==> config.mk <==
export PLATFORM = sky130hd
export DESIGN_NAME = mem_port_arbiter
export DESIGN_NICKNAME = d
export VERILOG_FILES = /design/src/rtl/mem_port_arbiter_pkg.sv /design/src/rtl/mem_port_arbiter_streak_counter.sv /design/src/rtl/mem_port_arbiter.sv
export SDC_FILE = /design/constraint.sdc
export NUM_CORES = 1
export LEC_CHECK = 0
export CAP_MARGIN = 25
export CELL_PAD_IN_SITES_DETAIL_PLACEMENT = 1
export CELL_PAD_IN_SITES_GLOBAL_PLACEMENT = 2
export CORE_UTILIZATION = 24
export DETAILED_ROUTE_END_ITERATION = 12
export PLACE_DENSITY_LB_ADDON = 0.08
export RECOVER_POWER = 25
export SYNTH_ARGS = -nofsm -noshare
export SYNTH_HDL_FRONTEND = slang
export SYNTH_SLANG_ARGS = --single-unit
==> constraint.sdc <==
create_clock -name clk_i -period 3.8 [get_ports clk_i]
set_input_delay 0.38 -clock clk_i [delete_from_list [all_inputs] [get_ports clk_i]]
set_output_delay 0.38 -clock clk_i [all_outputs]
set_load 0.005 [all_outputs]
==> src/rtl/mem_port_arbiter_pkg.sv <==
// rtl/mem_port_arbiter_pkg.sv - shared types and constants for the memory port arbiter
//
// Purpose: FSM state encoding, transaction owner encoding and default bus
// widths shared by the arbiter, its streak counter and the CPU top.
package mem_port_arbiter_pkg;

  localparam int DEF_ADDR_W = 32;
  localparam int DEF_DATA_W = 32;

  // Wide enough for the largest legal MAX_DM_STREAK (15).
  localparam int STREAK_W = 4;

  typedef enum logic [1:0] {
    ST_IDLE = 2'd0,
    ST_BUS  = 2'd1,
    ST_RESP = 2'd2
  } arb_state_e;

  typedef enum logic {
    OWN_IF = 1'b0,
    OWN_DM = 1'b1
  } owner_e;

endpackage

==> src/rtl/mem_port_arbiter_streak_counter.sv <==
// rtl/mem_port_arbiter_streak_counter.sv - grant decision plus DM streak counter
//
// Purpose: decides which requester wins the port when the arbiter is idle.
// DM has fixed priority, except that after MAX_DM_STREAK consecutive DM
// grants taken while IF was waiting, the next grant goes to IF.
//
// Ports:
//   clk_i, rst_i   clock, asynchronous active-high reset
//   arb_en_i       arbiter is in IDLE and may grant this cycle
//   if_req_i       instruction fetch request
//   dm_req_i       data memory request
//   grant_dm_o     DM wins this cycle (only while arb_en_i)
//   grant_if_o     IF wins this cycle (only while arb_en_i)
module arb_streak_counter
  import mem_port_arbiter_pkg::*;
#(
  parameter int MAX_DM_STREAK = 4
) (
  input  logic clk_i,
  input  logic rst_i,
  input  logic arb_en_i,
  input  logic if_req_i,
  input  logic dm_req_i,
  output logic grant_dm_o,
  output logic grant_if_o
);

  localparam logic [STREAK_W-1:0] MAX_C = STREAK_W'(MAX_DM_STREAK);

  logic [STREAK_W-1:0] streak_q;
  logic [STREAK_W-1:0] streak_d;

  always_comb begin
    grant_dm_o = arb_en_i & dm_req_i & (~if_req_i | (streak_q < MAX_C));
    grant_if_o = arb_en_i & if_req_i & ~grant_dm_o;

    streak_d = streak_q;
    if (grant_dm_o) begin
      // Only DM grants that actually made IF wait count toward the streak.
      if (if_req_i) begin
        streak_d = (streak_q < MAX_C) ? streak_q + STREAK_W'(1) : streak_q;
      end else begin
        streak_d = '0;
      end
    end else if (grant_if_o) begin
      streak_d = '0;
    end
  end

  always_ff @(posedge clk_i or posedge rst_i) begin
    if (rst_i) begin
      streak_q <= '0;
    end else begin
      streak_q <= streak_d;
    end
  end

endmodule

==> src/rtl/mem_port_arbiter.sv <==
// rtl/mem_port_arbiter.sv - IF/DM arbiter for one shared multi-cycle memory port
//
// Purpose: grants the backing memory port to instruction fetch or the data
// stage, holds the latched request stable until the memory acknowledges,
// then returns registered read data with a one-cycle ack to the owner.
//
// Ports:
//   clk_i, rst_i                     clock, asynchronous active-high reset
//   if_req_i, if_addr_i              fetch request (held until if_ack_o)
//   if_rdata_o, if_ack_o             fetch data and completion pulse
//   dm_req_i, dm_we_i, dm_addr_i,
//   dm_wdata_i                       data request (held until dm_ack_o)
//   dm_rdata_o, dm_ack_o             load data and completion pulse
//   mem_req_o, mem_we_o, mem_addr_o,
//   mem_wdata_o                      backing-port request, stable while in flight
//   mem_rdata_i, mem_ack_i           backing-port completion
//   stall_o                          pipeline stall while any request is open
//   proto_err_o                      sticky protocol-error flag
module mem_port_arbiter
  import mem_port_arbiter_pkg::*;
#(
  parameter int ADDR_W        = DEF_ADDR_W,
  parameter int DATA_W        = DEF_DATA_W,
  parameter int MAX_DM_STREAK = 4
) (
  input  logic              clk_i,
  input  logic              rst_i,
  input  logic              if_req_i,
  input  logic [ADDR_W-1:0] if_addr_i,
  output logic [DATA_W-1:0] if_rdata_o,
  output logic              if_ack_o,
  input  logic              dm_req_i,
  input  logic              dm_we_i,
  input  logic [ADDR_W-1:0] dm_addr_i,
  input  logic [DATA_W-1:0] dm_wdata_i,
  output logic [DATA_W-1:0] dm_rdata_o,
  output logic              dm_ack_o,
  output logic              mem_req_o,
  output logic              mem_we_o,
  output logic [ADDR_W-1:0] mem_addr_o,
  output logic [DATA_W-1:0] mem_wdata_o,
  input  logic [DATA_W-1:0] mem_rdata_i,
  input  logic              mem_ack_i,
  output logic              stall_o,
  output logic              proto_err_o
);

  arb_state_e        state_q,     state_d;
  owner_e            owner_q,     owner_d;
  logic              mem_req_q,   mem_req_d;
  logic              mem_we_q,    mem_we_d;
  logic [ADDR_W-1:0] mem_addr_q,  mem_addr_d;
  logic [DATA_W-1:0] mem_wdata_q, mem_wdata_d;
  logic [DATA_W-1:0] if_rdata_q,  if_rdata_d;
  logic [DATA_W-1:0] dm_rdata_q,  dm_rdata_d;
  logic              if_ack_q,    if_ack_d;
  logic              dm_ack_q,    dm_ack_d;
  logic              proto_err_q, proto_err_d;

  logic grant_dm;
  logic grant_if;
  logic owner_req;

  arb_streak_counter #(
    .MAX_DM_STREAK(MAX_DM_STREAK)
  ) u_streak (
    .clk_i     (clk_i),
    .rst_i     (rst_i),
    .arb_en_i  (state_q == ST_IDLE),
    .if_req_i  (if_req_i),
    .dm_req_i  (dm_req_i),
    .grant_dm_o(grant_dm),
    .grant_if_o(grant_if)
  );

  // The owner must keep its request up until it has seen its ack.
  assign owner_req = (owner_q == OWN_DM) ? dm_req_i : if_req_i;

  always_comb begin
    state_d     = state_q;
    owner_d     = owner_q;
    mem_req_d   = mem_req_q;
    mem_we_d    = mem_we_q;
    mem_addr_d  = mem_addr_q;
    mem_wdata_d = mem_wdata_q;
    if_rdata_d  = if_rdata_q;
    dm_rdata_d  = dm_rdata_q;
    if_ack_d    = 1'b0;
    dm_ack_d    = 1'b0;
    proto_err_d = proto_err_q;

    case (state_q)
      ST_IDLE: begin
        if (mem_ack_i) begin
          proto_err_d = 1'b1;
        end
        if (grant_dm) begin
          state_d     = ST_BUS;
          owner_d     = OWN_DM;
          mem_req_d   = 1'b1;
          mem_we_d    = dm_we_i;
          mem_addr_d  = dm_addr_i;
          mem_wdata_d = dm_wdata_i;
        end else if (grant_if) begin
          state_d     = ST_BUS;
          owner_d     = OWN_IF;
          mem_req_d   = 1'b1;
          mem_we_d    = 1'b0;
          mem_addr_d  = if_addr_i;
          mem_wdata_d = '0;
        end
      end

      ST_BUS: begin
        if (!owner_req) begin
          proto_err_d = 1'b1;
        end
        if (mem_ack_i) begin
          mem_req_d = 1'b0;
          state_d   = ST_RESP;
          // Ack is registered so it lines up with the RESP cycle.
          if (owner_q == OWN_DM) begin
            dm_rdata_d = mem_rdata_i;
            dm_ack_d   = 1'b1;
          end else begin
            if_rdata_d = mem_rdata_i;
            if_ack_d   = 1'b1;
          end
        end
      end

      ST_RESP: begin
        if (mem_ack_i || !owner_req) begin
          proto_err_d = 1'b1;
        end
        state_d = ST_IDLE;
      end

      default: begin
        state_d   = ST_IDLE;
        mem_req_d = 1'b0;
      end
    endcase
  end

  always_ff @(posedge clk_i or posedge rst_i) begin
    if (rst_i) begin
      state_q     <= ST_IDLE;
      owner_q     <= OWN_IF;
      mem_req_q   <= 1'b0;
      mem_we_q    <= 1'b0;
      mem_addr_q  <= '0;
      mem_wdata_q <= '0;
      if_rdata_q  <= '0;
      dm_rdata_q  <= '0;
      if_ack_q    <= 1'b0;
      dm_ack_q    <= 1'b0;
      proto_err_q <= 1'b0;
    end else begin
      state_q     <= state_d;
      owner_q     <= owner_d;
      mem_req_q   <= mem_req_d;
      mem_we_q    <= mem_we_d;
      mem_addr_q  <= mem_addr_d;
      mem_wdata_q <= mem_wdata_d;
      if_rdata_q  <= if_rdata_d;
      dm_rdata_q  <= dm_rdata_d;
      if_ack_q    <= if_ack_d;
      dm_ack_q    <= dm_ack_d;
      proto_err_q <= proto_err_d;
    end
  end

  assign mem_req_o   = mem_req_q;
  assign mem_we_o    = mem_we_q;
  assign mem_addr_o  = mem_addr_q;
  assign mem_wdata_o = mem_wdata_q;
  assign if_rdata_o  = if_rdata_q;
  assign dm_rdata_o  = dm_rdata_q;
  assign if_ack_o    = if_ack_q;
  assign dm_ack_o    = dm_ack_q;
  assign proto_err_o = proto_err_q;

  // Stall drops in the ack cycle so the pipeline advances exactly once.
  assign stall_o = (if_req_i & ~if_ack_q) | (dm_req_i & ~dm_ack_q);

endmodule

After elaboration in Yosys (flattened, before gate mapping)
Cells that the tools add are included.

storage, ports and cells
  word-level logic and storage cells = 78
  bits of input ports = 134
  register bits = 140
  output and inout bits = 134

cells by class
  bitwise gates (word level) = 14
  reductions and logical operators = 12
  $lt $le $gt $ge = 1
  add/subtract/negate cells = 1
  multiplexer cells = 30
  eq/ne operators = 8

operators with widths
  kind                 number
  $mux 32              4
  $mux 1               16
  $mux 4               4
  $reduce_and 3->1     3
  $ne 2x2->1 const B   4
  $and 1x1->1          6
  $mux 2               3
  $not 1->1            6
  $pmux 1 s3           2
  $reduce_and 2->1     3
  $add 4x1->4 const B  1
  $lt 4x3->1 const B   1
  $pmux 2 s2           1
  $reduce_and 4->1     1
  $ne 3x2->1 const B   1
  $ne 3x3->1 const B   1
  $reduce_bool 3->1    1
  $eq 2x1->1 const B   1
  $eq 2x2->1 const B   1
  $logic_not 2->1      1
  $or 1x1->1           2
  $reduce_bool 2->1    1
  $logic_not 1->1      1
  $logic_or 1x1->1     1

Depth between registers and ports, before layout
Gate-level depths: netlist of run 1.

  word-level depth = 8
  gate-level depth with buffers = 5
  depth with buffers taken out = 3

Hierarchy
Synthesis of run 1 repeated with hierarchy kept, for this count alone.

unflattened totals
  cell total of the unflattened synthesis = 360
  area total of the unflattened synthesis = 5,705.5 um^2

modules (own cells, without submodules)
  module              cells each  sequential area each (um^2)  times used  area an instance (um^2)
  mem_port_arbiter    342         3,403.3                      1           5,509.0
  arb_streak_counter  18          100.1                        1           196.4

Worst setup path before layout of run 1
Ideal clock, no wire load.

  path kind = flip-flop to flip-flop
  start = register state_q[1]
  end = register if_rdata_q[10], in the netlist if_rdata_o[10]
  cell stages (with the launch flop) = 6
  setup slack = 2.259 ns
  setup time = 0.125 ns
  required time = 3.675 ns
  clock period less this slack = 1.541 ns
  buffers on the path = 2
  data arrival time = 1.416 ns
  cells stage by stage = dfrtp_1 -> and3b_4 -> nor2b_4 -> buf_6 -> buf_12 -> mux2_4

between the ends
  word-level cells in the longest chain between the ends = 2

ends and longest elaborated chain
  what                        line                     source
  from (decl)                 mem_port_arbiter.sv:48   arb_state_e state_q, state_d;
  from (signal assigned)      mem_port_arbiter.sv:160  state_q <= state_d;
  $eq 2x1->1                  mem_port_arbiter.sv:92   case (state_q)
  $reduce_and 3->1 (no line)  n/a
  to (signal assigned)        mem_port_arbiter.sv:166  if_rdata_q <= if_rdata_d;
  to (decl)                   mem_port_arbiter.sv:54   logic [DATA_W-1:0] if_rdata_q, if_rdata_d;

Every way passes these cells.
A chain may end at the register's enable or synchronous reset.

Final worst setup path of run 1
  start = input port dm_req_i
  end = register mem_wdata_q[19], in the netlist mem_wdata_o[19]

between the ends
  word-level cells in the longest chain between the ends = 6
  elaborated cells between the ends (all ways) = 7
  those cells by class = mux (1); bitwise (4); reduce/logical (2)

ends and longest elaborated chain
  what                         line                                   source
  from (decl)                  mem_port_arbiter.sv:32                 input logic dm_req_i,
  $and 1x1->1 * (2 in a row)   mem_port_arbiter_streak_counter.sv:34  grant_dm_o = arb_en_i & dm_req_i & (~if_req_i | (streak_q < MAX_C));
  $not 1->1                    mem_port_arbiter_streak_counter.sv:35  grant_if_o = arb_en_i & if_req_i & ~grant_dm_o;
  $and 1x1->1                  mem_port_arbiter_streak_counter.sv:35
  $reduce_bool 2->1 (no line)  n/a
  $reduce_and 2->1 (no line)   n/a
  to (signal assigned)         mem_port_arbiter.sv:165                mem_wdata_q <= mem_wdata_d;
  to (decl)                    mem_port_arbiter.sv:53                 logic [DATA_W-1:0] mem_wdata_q, mem_wdata_d;

Mark *: on every way between the ends. The rest lies on a longest branch, timed or not.

==> results of run 1 <==
-- cells in the final DEF (no fill, tap or decap), types with 6 or more instances in the layout --
| cell type | synthesis | layout |
|---|---|---|
| mux2_4 | 29 | 29 |
| mux2_2 | 35 | 35 |
| dfrtp_1 | 140 | 140 |
| o221a_2 | 29 | 29 |
| nand4b_1 | 32 | 32 |
| a22o_1 | 34 | 34 |
| buf_4 | 0 | 6 |
| clkbuf_16 | 0 | 17 |
| clkdlybuf4s50_1 | 0 | 266 |
-- cell type report --
cell class	instances	area, sq um
Clock buffer	20	437
Clock inverter	12	161
Timing Repair Buffer	278	2760
Multi-Input combinational cell	187	1970
Sequential cell	140	3500
Inverter	5	20.0
Tap cell	313	392
Fill cell	2357	13700
-- per-stage QoR --
| step | cells | utilization [%] | total power, mW | setup slack, ns |
|---|---|---|---|---|
| 2_1_floorplan | 363 | - | 3.92 | 1.67 |
| 3_3_place_gp | 923 | 37.8 | 5.73 | 1.44 |
| 3_5_place_dp | 923 | 37.8 | 5.78 | 1.41 |
| 4_1_cts | 955 | 40.4 | 7.57 | 1.42 |
| 5_1_grt | 955 | 40.3 | 7.89 | 0.768 |
| 6_report | 955 | 40.3 | 7.42 | 0.977 |
-- worst reg2reg max path, stage by stage, from the launching register on --
cell     delay, ns
dfrtp_1       0.44
and3b_4       0.34
nor2b_1       1.19
buf_12        0.32
mux2_2        0.36
-- routing by layer --
layer	routed length (microns)	track usage (%)	part of all wire, %
met5	0	0	0
met4	112	3.36	0.62
met3	1420	6.25	7.8
met2	8840	24.6	49
met1	7710	19.3	43
-- sequential cells by signal (all words and copies together), names as in the netlist --
signal	cells
dm_ack_o	1
u_streak.streak_q	4
if_ack_o	1
dm_rdata_o	32
proto_err_o	1
if_rdata_o	32
mem_wdata_o	32
state_q	2
owner_q	1
mem_we_o	1
mem_req_o	1
mem_addr_o	32
-- cells by family (layout without fill, tap and decap cells) --
kind of cell    after synthesis  after routing
flops                       140            140
simple gates                 43             43
compound gates               78             78
fa+ha+maj                     1              1
mux                          65             65
buf+inv                      36            315
-- worst paths after layout --
kind                       startpoint         endpoint
setup / recovery             dm_req_i  mem_wdata_o[19]
min in group asynchronous       rst_i   dm_rdata_o[16]
setup reg to reg           state_q[1]   if_rdata_o[30]
hold / removal              mem_req_o        mem_req_o
max in group asynchronous       rst_i          owner_q
hold reg to reg             mem_req_o        mem_req_o
-- power groups by stage --
stage	combinational [mW]	clock, mW	sequential [mW]
after detailed placement	3.18	0	2.60
after global placement	3.15	0	2.58
final	3.12	1.71	2.58
after CTS	3.19	1.78	2.59
after global routing	3.36	1.85	2.69
after floorplan	1.30	0	2.62
==> metrics.txt, run 1 <==
status=finished with violations; failing checks=capacitance limit, slew limit; Die Width=156 microns; Reg power frac=34.8%; Max Slew Vio Count=48; Crit path depth=5; most frequent cells after synthesis=140 x dfrtp_1, 35 x mux2_2, 34 x a22o_1; largest family of logic cells by synthesized area=multiplexers; CP Capture Type=flip-flop; grt total ovfl=0; final hold vios=0; setup slack, reg-to-reg=approximately 1.0 ns; first-pass GRT wire length=28400 microns; Synth Area in XOR/XNOR=0%; Synth Register Bits=140; Max-Cap Viols=2; WL/cell=18.9 microns; Reg2Reg Depth=4; multiplexer share of the synthesized area=14.8%; detailed placement HPWL=12300 microns; area fraction in compound gates after synthesis=a little over an eighth; WHS=0.476 ns; Area Growth Syn to Fin=62.9%; critical path startpoint category=input pin; DR iter-0 viols=152; Post-CTS Hold Buffers=0; # rows=55; Initial Util=between 20% and 30%; DP Area=around 8700 sq um; period utilisation layout=74.3%; clk_skew=0.0111 ns; initial antenna violation count=0; H-Tree Depth=4; TritonCTS clock tree=yes; CTS Sinks=140; Yosys cell types=32; Syn Std Cell Area=between 5000 and 6000 sq um; Post-CTS Setup Bufs=0; largest net degree at the start of global routing=47; Setup violations, final=0; clk root buf=clkbuf_16; clock buffer depth=2; core box area=between 20000 and 25000 sq um; DRT Wirelength=18100 microns; RSZ-0062 raised after global routing=no; Syn Nets=approximately 500; Post-synth EDFFs=0; hold crit path type=reg -> reg; Least-Margin Pin Slew=1.75 ns; Nets=764; power share of the clock group=23.1%; vias in the first global route=4756; Worst EP required=4.10 ns; GRT Resource Usage Total=15.3%; combinational share of power=42.0%; worst hold stages=2; die area=24300 sq um; CTS resizes=0; synthesized area per cell=15.6 sq um; CP arrival=around 3.1 ns; Synth Area in Adders=0.221%; CP top delay family=buffers and inverters; Post-Synth Simple-Gate Area=6.35%; layout cell share with drive strength beyond 1=21.8%; antenna-violating nets left=0; IO Pins=268; RD Place Congestion=0.684; net switching power=between 2 and 2.5 mW; internal power=5.30 mW; CP max stage cell=clkbuf_1; clk_lat worst skew=0.41 ns; P_leak=3.77 nW; Synth Instances=363; synthesis warning total=0; Setup CP Type=in -> reg; switch share=28.5%; clock buffer count from CTS=17; drt pass-1 iters=4; vias=4327; Max Freq=~350 MHz; Synth area leaders=dfrtp_1 62%, mux2_4 7.7%, mux2_2 6.9%; post-layout min period=2.82 ns; DRC viols=0; die height=~160 microns; Cell Chain, Critical Path=clkdlybuf4s50_1 > clkbuf_1 > o21ai_2 > clkbuf_2 > a22o_1; power per cell area=802 nW/um^2; Final Instance Area=9240 sq um; post-synth top area share=61.8%; area leader, netlist=dfrtp_1; CP max FO=40; via/cell ratio=between 4 and 5; Fin Setup TNS=0 ns; clk slew on worst S/H paths=0.06 ns; Max stage delay on crit path=1.27 ns; top-count cell post-synth=dfrtp_1; CP bufs+invs=3; # diodes=0; IO Port Bufs=267; Slew headroom=-16.9%; sequential fraction of the synthesis area=61.8%; Async SR Flop Fraction=100%; worst vdd ir=0.340 mV; Most used DFF post-synth=dfrtp_1
Power figures use the tool's default switching activity.
==> run 2: changes to the inputs <==
--- a/config.mk
+++ b/config.mk
@@ -8,7 +8,7 @@
 export CAP_MARGIN = 25
 export CELL_PAD_IN_SITES_DETAIL_PLACEMENT = 1
 export CELL_PAD_IN_SITES_GLOBAL_PLACEMENT = 2
-export CORE_UTILIZATION = 24
+export CORE_UTILIZATION = 26
 export DETAILED_ROUTE_END_ITERATION = 12
 export PLACE_DENSITY_LB_ADDON = 0.08
 export RECOVER_POWER = 25
==> constraint.sdc (replaced) <==
create_clock -name clk_i -period 2.65 [get_ports clk_i]
set_input_delay 0.265 -clock clk_i [delete_from_list [all_inputs] [get_ports clk_i]]
set_output_delay 0.265 -clock clk_i [all_outputs]
set_load 0.005 [all_outputs]
==> run 2 against run 1 <==
- the flow still finishes with violations (capacitance limit, slew limit)
- sequential share of layout area is essentially flat
- sequential cell count is the same
- clock skew shrank 0.0038 ns
- sequential power grew 44%
- die area shrank 7.6%
- utilization grew 3.3 points
- cell area is essentially flat
- critical path depth shrank 1
- first-iteration DRC count shrank 24%
- wire length shrank 0.70%
- critical path type is now in -> out
==> metrics.txt, run 2 (synthesis results as in run 1) <==
status=finished with violations (unchanged); failing checks=capacitance limit, slew limit (unchanged); period utilisation layout=79.6%; RD Place Congestion=0.732 (was 0.684); internal power=7.53 mW (was 5.30 mW); largest net degree at the start of global routing=47 (unchanged); Setup CP Type=in -> out (was in -> reg); post-route insts no fill=918 (was 955); CTS Sinks=140 (unchanged); # rows=53 (was 55); detailed placement HPWL=12500 microns (was 12300 microns); most common cell after layout, fill and taps aside=clkdlybuf4s50_1 (unchanged); combinational share of power=42.4% (was 42.0%); clk_lat worst skew=0.42 ns (was 0.41 ns); clk_skew=0.00726 ns (was 0.0111 ns); Least-Margin Pin Slew=1.54 ns (was 1.75 ns); Max-Cap Viols=1 (was 2); critical path startpoint category=input pin (unchanged); power share of the clock group=22.4% (was 23.1%); pre-CTS WS=0.398 ns (was 1.41 ns); clock buffer count from CTS=17 (unchanged); vias in the first global route=4770 (was 4756); die height=150 microns (was 156 microns); CP Capture Type=primary output (was flip-flop); antenna-violating nets left=0 (unchanged); WL met2=8470 microns (was 8840 microns); GRT Resource Usage Total=16.5% (was 15.3%); drt pass-1 iters=4 (unchanged); post-layout min period=between 2 and 2.5 ns; die area=22400 sq um (was 24300 sq um); Fin Setup TNS=0 ns (unchanged); Util after Layout=43.6% (was 40.3%); switch share=28.8% (was 28.5%); DP Area=8680 sq um (was 8670 sq um); dpl cells=886 (was 923); Slew headroom=-2.92% (was -16.9%); clock buffer depth=2 (unchanged); Die Width=150 microns (was 156 microns); layout cell share with drive strength beyond 1=22.7% (was 21.8%); worst hold stages=2 (unchanged); Post-CTS Hold Buffers=0 (unchanged); first-pass GRT wire length=28100 microns (was 28400 microns); Post-CTS Setup Bufs=0 (unchanged); Final Instance Area=9250 sq um (was 9240 sq um); Initial Util=26.7% (was 24.8%); worst vdd ir=0.406 mV (was 0.340 mV); fillers=2159 (was 2357); Max Freq=between 400 and 500 MHz; clk slew on worst S/H paths=0.07 ns (was 0.06 ns); wl on met1=7960 microns (was 7710 microns); CP arrival=1.84 ns (was 3.12 ns); DRT Wirelength=18000 microns (was 18100 microns); RSZ-0062 raised after global routing=no (unchanged); grt total ovfl=0 (unchanged); DRC viols=0 (unchanged); power per cell area=1140 nW/um^2 (was 802 nW/um^2); WL/cell=19.6 microns (was 18.9 microns); CTS resizes=0 (unchanged); TritonCTS clock tree=yes (unchanged); Top Metal Used=met4 (unchanged); DR iter-0 viols=115 (was 152); CP max FO=7 (was 40); clk root buf=clkbuf_16 (unchanged); Nets=765 (was 764); # diodes=0 (unchanged); vias=4278 (was 4327); Area Growth Syn to Fin=63.1% (was 62.9%); PnR worst setup slack=0.541 ns (was 0.977 ns); most frequent cells in the layout=266 x clkdlybuf4s50_1, 140 x dfrtp_1, 35 x mux2_2 (unchanged); metal3 WL=1330 microns (was 1420 microns); IO Pins=268 (unchanged); P_leak=3.80 nW (was 3.77 nW); core box area=21200 sq um (was 22900 sq um); IO Port Bufs=267 (unchanged); net switching power=3.05 mW (was 2.11 mW); final hold vios=0 (unchanged); Worst EP required=2.38 ns (was 4.10 ns); Reg2Reg Depth=5 (was 4); via/cell ratio=4.66 (was 4.53); Reg power frac=35.2% (was 34.8%); hold crit path type=in -> reg (was reg -> reg); Max Slew Vio Count=28 (was 48); H-Tree Depth=4 (unchanged); Setup violations, final=0 (unchanged); initial antenna violation count=0 (unchanged)
[run 2: changes by cell type in the layout (fill, tap and decap cells not counted), moves of 2 or more]
cell,change
clkbuf_8,+3
clkbuf_1,-4
buf_12,+3
clkinv_4,+2
clkinvlp_4,-2
clkbuf_2,-3
bufinv_16,-2
[run 2: power by group through the flow]
stage / Sequential (mW) / Clock [mW] / Combinational [mW]
4_1_cts: 3.73 / 2.46 / 4.58
5_1_grt: 3.87 / 2.56 / 4.84
3_3_place_gp: 3.71 / 0 / 4.50
6_report: 3.72 / 2.37 / 4.48
3_5_place_dp: 3.75 / 0 / 4.56
2_1_floorplan: 3.76 / 0 / 1.86
[run 2: worst max-delay path, stage by stage]
cell and delay (ns):
clkdlybuf4s50_1 0.67, inv_1 0.15, o22ai_1 0.19, clkdlybuf4s50_1 0.56
[run 2: final timing paths]
check | start | end | slack [ns]
max | if_req_i | stall_o | 0.54
min | dm_wdata_i[3] | mem_wdata_o[3] | 0.44
max reg2reg | state_q[0] | mem_addr_o[8] | 0.74
min reg2reg | proto_err_o | proto_err_o | 0.49
max in group asynchronous | rst_i | if_rdata_o[11] | 0.60
min in group asynchronous | rst_i | dm_rdata_o[7] | 0.66
[run 2: stage by stage]
stage               power (mW)  hold slack (ns)
finish                    10.6            0.442
floorplan                 5.62            0.372
detailed placement        8.31            0.478
global placement          8.20            0.469
global route              11.3            0.437
CTS                       10.8            0.345
[run 2: final cells by class]
cell class	instances	area [sq um]	area share, %
clock buffer	20	467	5.04
clock inverter	12	124	1.34
timing repair buffer	279	2810	30.4
multi-input combinational	187	1980	21.4
tap	275	344	3.72
sequential	140	3500	37.9
inverter	5	20.0	0.216
[run 2: metal layers]
layer / global-route usage (%) / vias to the layer above
li1: - / 1926
met1: 21.7 / 2177
met2: 25.5 / 159
met3: 5.27 / 16
met4: 5.51 / 0
met5: 0 / -
==> RTL edit 1, RTL diff (config.mk and constraints of run 1) <==
The package constant `STREAK_W` goes from 4 to 3.
--- a/src/rtl/mem_port_arbiter_pkg.sv
+++ b/src/rtl/mem_port_arbiter_pkg.sv
@@ -9,5 +9,5 @@
 
   // Wide enough for the largest legal MAX_DM_STREAK (15).
-  localparam int STREAK_W = 4;
+  localparam int STREAK_W = 3;
 
   typedef enum logic [1:0] {
Behaviour: no difference found for any inputs over 4 cycles, from zero or initial values and one cycle with rst_i high; that may be too few to reach the edited logic, so the function may still have changed.
==> RTL edit 1 against run 1 <==
Core utilization fell by 0.23 points; sequential cell count fell by 1; synthesized cell count rose by 20%; total power fell by 1.1%; die area rose by 1.4%; final area rose by 1.9%; wire length rose by 11%; clock power rose by 5%; critical path depth fell by 1; worst setup slack improved by 480 ps; synthesized area rose by 1.4%.
==> RTL edit 1: results (changes against run 1) <==
| Metric | Value |
|---|---|
| Min-delay src | `if_rdata_o[15]` |
| Cells after Synth | `436 (+20%)` |
| DRT Wirelength | `20100 um (+11%)` |
| Reg2Reg Setup Slack | `1690 ps (+650 ps)` |
| First DRT Iteration DRCs | `192 (+26%)` |
| Peak supply drop | `0.000308 V (-9.4%)` |
| Worst Path Arrival | `1960 ps (-1160 ps)` |
| First-pass GRT wire length | `30700 um (+8.3%)` |
| Share of layout cells above drive strength 1 | `12.3% (-9.5 points)` |
| Vias in the first global route | `5391 (+13%)` |
| Critical path's largest stage delay | `690 ps (-580 ps)` |
| Detailed Place HPWL | `13500 um (+9.9%)` |
| Hold WS | `492 ps (+15.3 ps)` |
| Distinct cell type count after synthesis | `28 (-13%)` |
| Cell-internal power | `5090 uW (-4.0%)` |
| FF-to-FF End | `if_rdata_o[18]` |
| Gr usage total | `16.4% (+1.1 points)` |
| Reg2Reg Depth | `4 (unchanged)` |
| Vias per Instance | `4.68 (+3.3%)` |
| Largest net degree at the start of global routing | `84 (+79%)` |
| WHS Endpoint | `if_rdata_o[15]` |
| Routed length per instance | `19.5 um (+3.2%)` |
| Hold depth | `1 (-1)` |
| Max stage delay cell, worst path | `dlygate4sd3_1` |
| Worst-path maximum fanout | `5 (-88%)` |
| Leakage | `0.00396 uW (+5.2%)` |
| Root buffer cell | `clkbuf_16` |
| Number of synthesized flops with an enable pin | `0 (unchanged)` |
| Post-Route Skew | `11.5 ps (+0.403 ps)` |
| Hold_buf cts | `0 (unchanged)` |
| Slew headroom | `43.1% (+60 points)` |
| Sequential cell area fraction in the yosys report | `60.4% (-1.3 points)` |
| Final GP Congestion | `0.705 (+3.0%)` |
| H-Tree Depth | `4 (unchanged)` |
| Post-synth top cells | `139 x dfrtp_1, 36 x mux2_2, 35 x a22o_1` |
| Outcome | `completed` |
| Main area contributors after synthesis | `dfrtp_1 60%, mux2_2 7.0%, mux2_1 5.7%` |
RTL edit 1: per-stage QoR:
| stage | instance area, sq um | worst slack, ps |
|---|---|---|
| after floorplan | 5760 | 1680 |
| after global placement | 8770 | 1300 |
| after detailed placement | 8790 | 1240 |
| after CTS | 9420 | 1520 |
| after global routing | 9420 | 1390 |
| final | 9420 | 1460 |
RTL edit 1: kinds of logic after synthesis:
group / synth area share [%]
flip-flops: 60.4
AO/OA/AOI/OAI: 13.8
AND/OR/NAND/NOR: 9.18
multiplexers: 12.7
buffers and inverters: 3.65
adder cells (fa/ha/maj): 0.217
RTL edit 1: cell type report:
| cell class | instances | area, sq um |
|---|---|---|
| tap | 319 | 399 |
| timing repair buffer | 281 | 2800 |
| multi-input combinational | 251 | 2090 |
| clock inverter | 14 | 203 |
| clock buffer | 18 | 429 |
| fill | 2485 | 14100 |
| inverter | 5 | 20.0 |
| sequential | 139 | 3480 |
RTL edit 1: metal layers:
layer	vias to the layer above	share of wire, %	wire (um)	track usage (%)
met2	165	50	10100	27.9
met1	2471	40	8070	18.9
met4	0	1.1	221	4.67
li1	2156	-	-	-
met5	-	0	0	0
met3	13	8.4	1690	6.42
RTL edit 1: worst max path at each step:
| stage | startpoint | endpoint | cells past startpoint |
|---|---|---|---|
| detailed placement | mem_ack_i | if_rdata_o[14] | 5 |
| floorplan | rst_i | dm_ack_o | 1 |
| CTS | if_req_i | stall_o | 4 |
| finish | if_req_i | stall_o | 4 |
| global placement | mem_ack_i | if_rdata_o[11] | 5 |
| global route | if_req_i | stall_o | 4 |
RTL edit 1: power groups by stage:
stage                     sequential, uW  combinational, uW  clock, uW
after floorplan                     2580               1080          0
after global placement              2550               2970          0
after detailed placement            2580               3030          0
after CTS                           2570               3040       1860
after global routing                2670               3230       1910
final                               2560               2980       1790
RTL edit 1: critical path, delay by kind of cell:
family,cells,cell delay [ps]
compound gates,1,180
buf+inv,3,1400
==> RTL edit 2, RTL diff (flow settings as in run 1) <==
Made on the original files. `mem_addr_q`, `mem_wdata_q`, `if_rdata_q` and `dm_rdata_q` no longer have a reset.
--- a/src/rtl/mem_port_arbiter.sv
+++ b/src/rtl/mem_port_arbiter.sv
@@ -150,8 +150,4 @@
       mem_req_q   <= 1'b0;
       mem_we_q    <= 1'b0;
-      mem_addr_q  <= '0;
-      mem_wdata_q <= '0;
-      if_rdata_q  <= '0;
-      dm_rdata_q  <= '0;
       if_ack_q    <= 1'b0;
       dm_ack_q    <= 1'b0;
@@ -162,12 +158,15 @@
       mem_req_q   <= mem_req_d;
       mem_we_q    <= mem_we_d;
-      mem_addr_q  <= mem_addr_d;
-      mem_wdata_q <= mem_wdata_d;
-      if_rdata_q  <= if_rdata_d;
-      dm_rdata_q  <= dm_rdata_d;
       if_ack_q    <= if_ack_d;
       dm_ack_q    <= dm_ack_d;
       proto_err_q <= proto_err_d;
     end
+  end
+
+  always_ff @(posedge clk_i) begin
+    mem_addr_q  <= mem_addr_d;
+    mem_wdata_q <= mem_wdata_d;
+    if_rdata_q  <= if_rdata_d;
+    dm_rdata_q  <= dm_rdata_d;
   end
 
Check against the original RTL: not equivalent (a bounded check fails within 4 cycles, from zero or initial values and one cycle with rst_i high).
==> RTL edit 2 against run 1 <==
Final cell count fell by 15%; wire length shrank 23%; hold slack lost 32 ps; critical path depth fell by 1; sequential cell count stayed put; core utilization grew 1.9 points; synthesized area fell by 10%; non-clock buffer count shrank 5; sequential share of layout area increased by 10 points; final area shrank 6.5%; worst setup slack gained 210 ps; critical path type unchanged.
Power is not compared: it rests on default switching activity, and its combinational part moved more than twofold at a synthesized area within 25%.
==> RTL edit 2: results (changes against run 1) <==
| Metric | Value |
|---|---|
| Outcome | `completed` |
| Post-synth top cells | `128 x edfxtp_1, 34 x and2_1, 30 x mux2_4` |
| Gr usage total | `13.0% (-2.3 points)` |
| Top FF cell, synth | `edfxtp_1` |
| Critical path's largest stage delay | `870 ps (-400 ps)` |
| Initial antenna violation count | `1 (+1)` |
| Xor-xnor portion of the synthesized cell area | `0% (unchanged)` |
| Slew headroom | `28.0% (+45 points)` |
| First-pass GRT wire length | `20600 um (-27%)` |
| Non-clock buffers | `273 (-1.8%)` |
| Die area | `21800 sq um (-10%)` |
| Post-Route Skew | `7.85 ps (-3.25 ps)` |
| Clk Latency, worst-skew pair | `410 ps (about the same)` |
| Sequential cell area fraction in the yosys report | `81.3% (+20 points)` |
| FF-to-FF Start | `state_q[0]` |
| Number of synthesized flops with an enable pin | `128 (+128)` |
| Ant diodes | `1 (+1)` |
| Complex-gate fraction of the synthesized area | `1.69% (-11 points)` |
| Seq/total area | `47.9% (+10 points)` |
| Distinct cell type count after synthesis | `24 (-25%)` |
| Multi-In Gates | `92 (-51%)` |
| Share of layout cells above drive strength 1 | `13.1% (-8.7 points)` |
| Worst-path maximum fanout | `27 (-33%)` |
| Area after DPL | `8090 sq um (-6.7%)` |
| DRT Wirelength | `14000 um (-23%)` |
| Non-clk buf share | `31.4% (+1.6 points)` |
| Synth Area in Adders | `0.246% (+0.025 points)` |
| Reg2Reg Setup Slack | `1440 ps (+400 ps)` |
| Clk tree area frac | `6.53% (+0.056 points)` |
| Mux share of post-synthesis cell area | `9.48% (-5.3 points)` |
| Worst min path class | `input pin to asynchronous set/reset pin` |
| Max stage delay cell, worst path | `o21ai_0` |
| Syn_nets | `379 (-24%)` |
| Sink Count | `140 (unchanged)` |
| Filler cell count | `2065 (-12%)` |
| Final GP Congestion | `0.703 (+2.7%)` |
| Asr flop ratio synth | `8.57% (-91 points)` |
| Setup bufs post-CTS | `0 (unchanged)` |
| Largest net degree at the start of global routing | `37 (-21%)` |
| Reg2Reg Depth | `4 (unchanged)` |
| Cell-internal power | `3920 uW` |
| Highest clock rate | `382 MHz (+7.9%)` |
| Area of the multi-input gates | `862 sq um (-56%)` |
| CP Capture Point | `mem_wdata_o[27]` |
| NumNets Final | `664 (-13%)` |
| Routed vias | `3225 (-25%)` |
| Main area contributors after synthesis | `edfxtp_1 75%, mux2_4 8.8%, dfrtp_1 5.9%` |
| Worst Path Arrival | `2740 ps (-380 ps)` |
| Post-Place Worst Slack | `1190 ps (-225 ps)` |
| FF-to-FF End | `if_rdata_o[23]` |
| Synth Warn # | `0 (unchanged)` |
| DRT Pass-1 Iters | `3 (-1)` |
| Detailed Place HPWL | `10400 um (-15%)` |
| First DRT Iteration DRCs | `84 (-45%)` |
| Vias in the first global route | `3459 (-27%)` |
-- RTL edit 2: cell types whose count changed in the layout (fill, tap and decap cells not counted), moves of 31 or more --
cell             delta
mux2_2             -35
dlygate4sd3_1      +45
and2_1             +31
dfrtp_1           -128
a22o_1             -32
clkdlybuf4s50_1    -45
edfxtp_1          +128
nand4b_1           -32
-- RTL edit 2: through the flow --
| stage | utilization [%] | cells | hold slack (ps) |
|---|---|---|---|
| after floorplan | - | 244 | 245 |
| after global placement | 39.5 | 780 | 472 |
| after detailed placement | 39.5 | 780 | 481 |
| after CTS | 42.2 | 812 | 302 |
| after global routing | 42.2 | 813 | 488 |
| final | 42.2 | 813 | 445 |
-- RTL edit 2: layer usage --
| metal | vias to the layer above | global-route usage (%) | routed length (um) |
|---|---|---|---|
| met1 | 1572 | 14.8 | 5400 |
| met4 | 0 | 5.10 | 173 |
| met5 | - | 0 | 0 |
| met2 | 138 | 22.0 | 7220 |
| li1 | 1500 | - | - |
| met3 | 15 | 5.03 | 1160 |
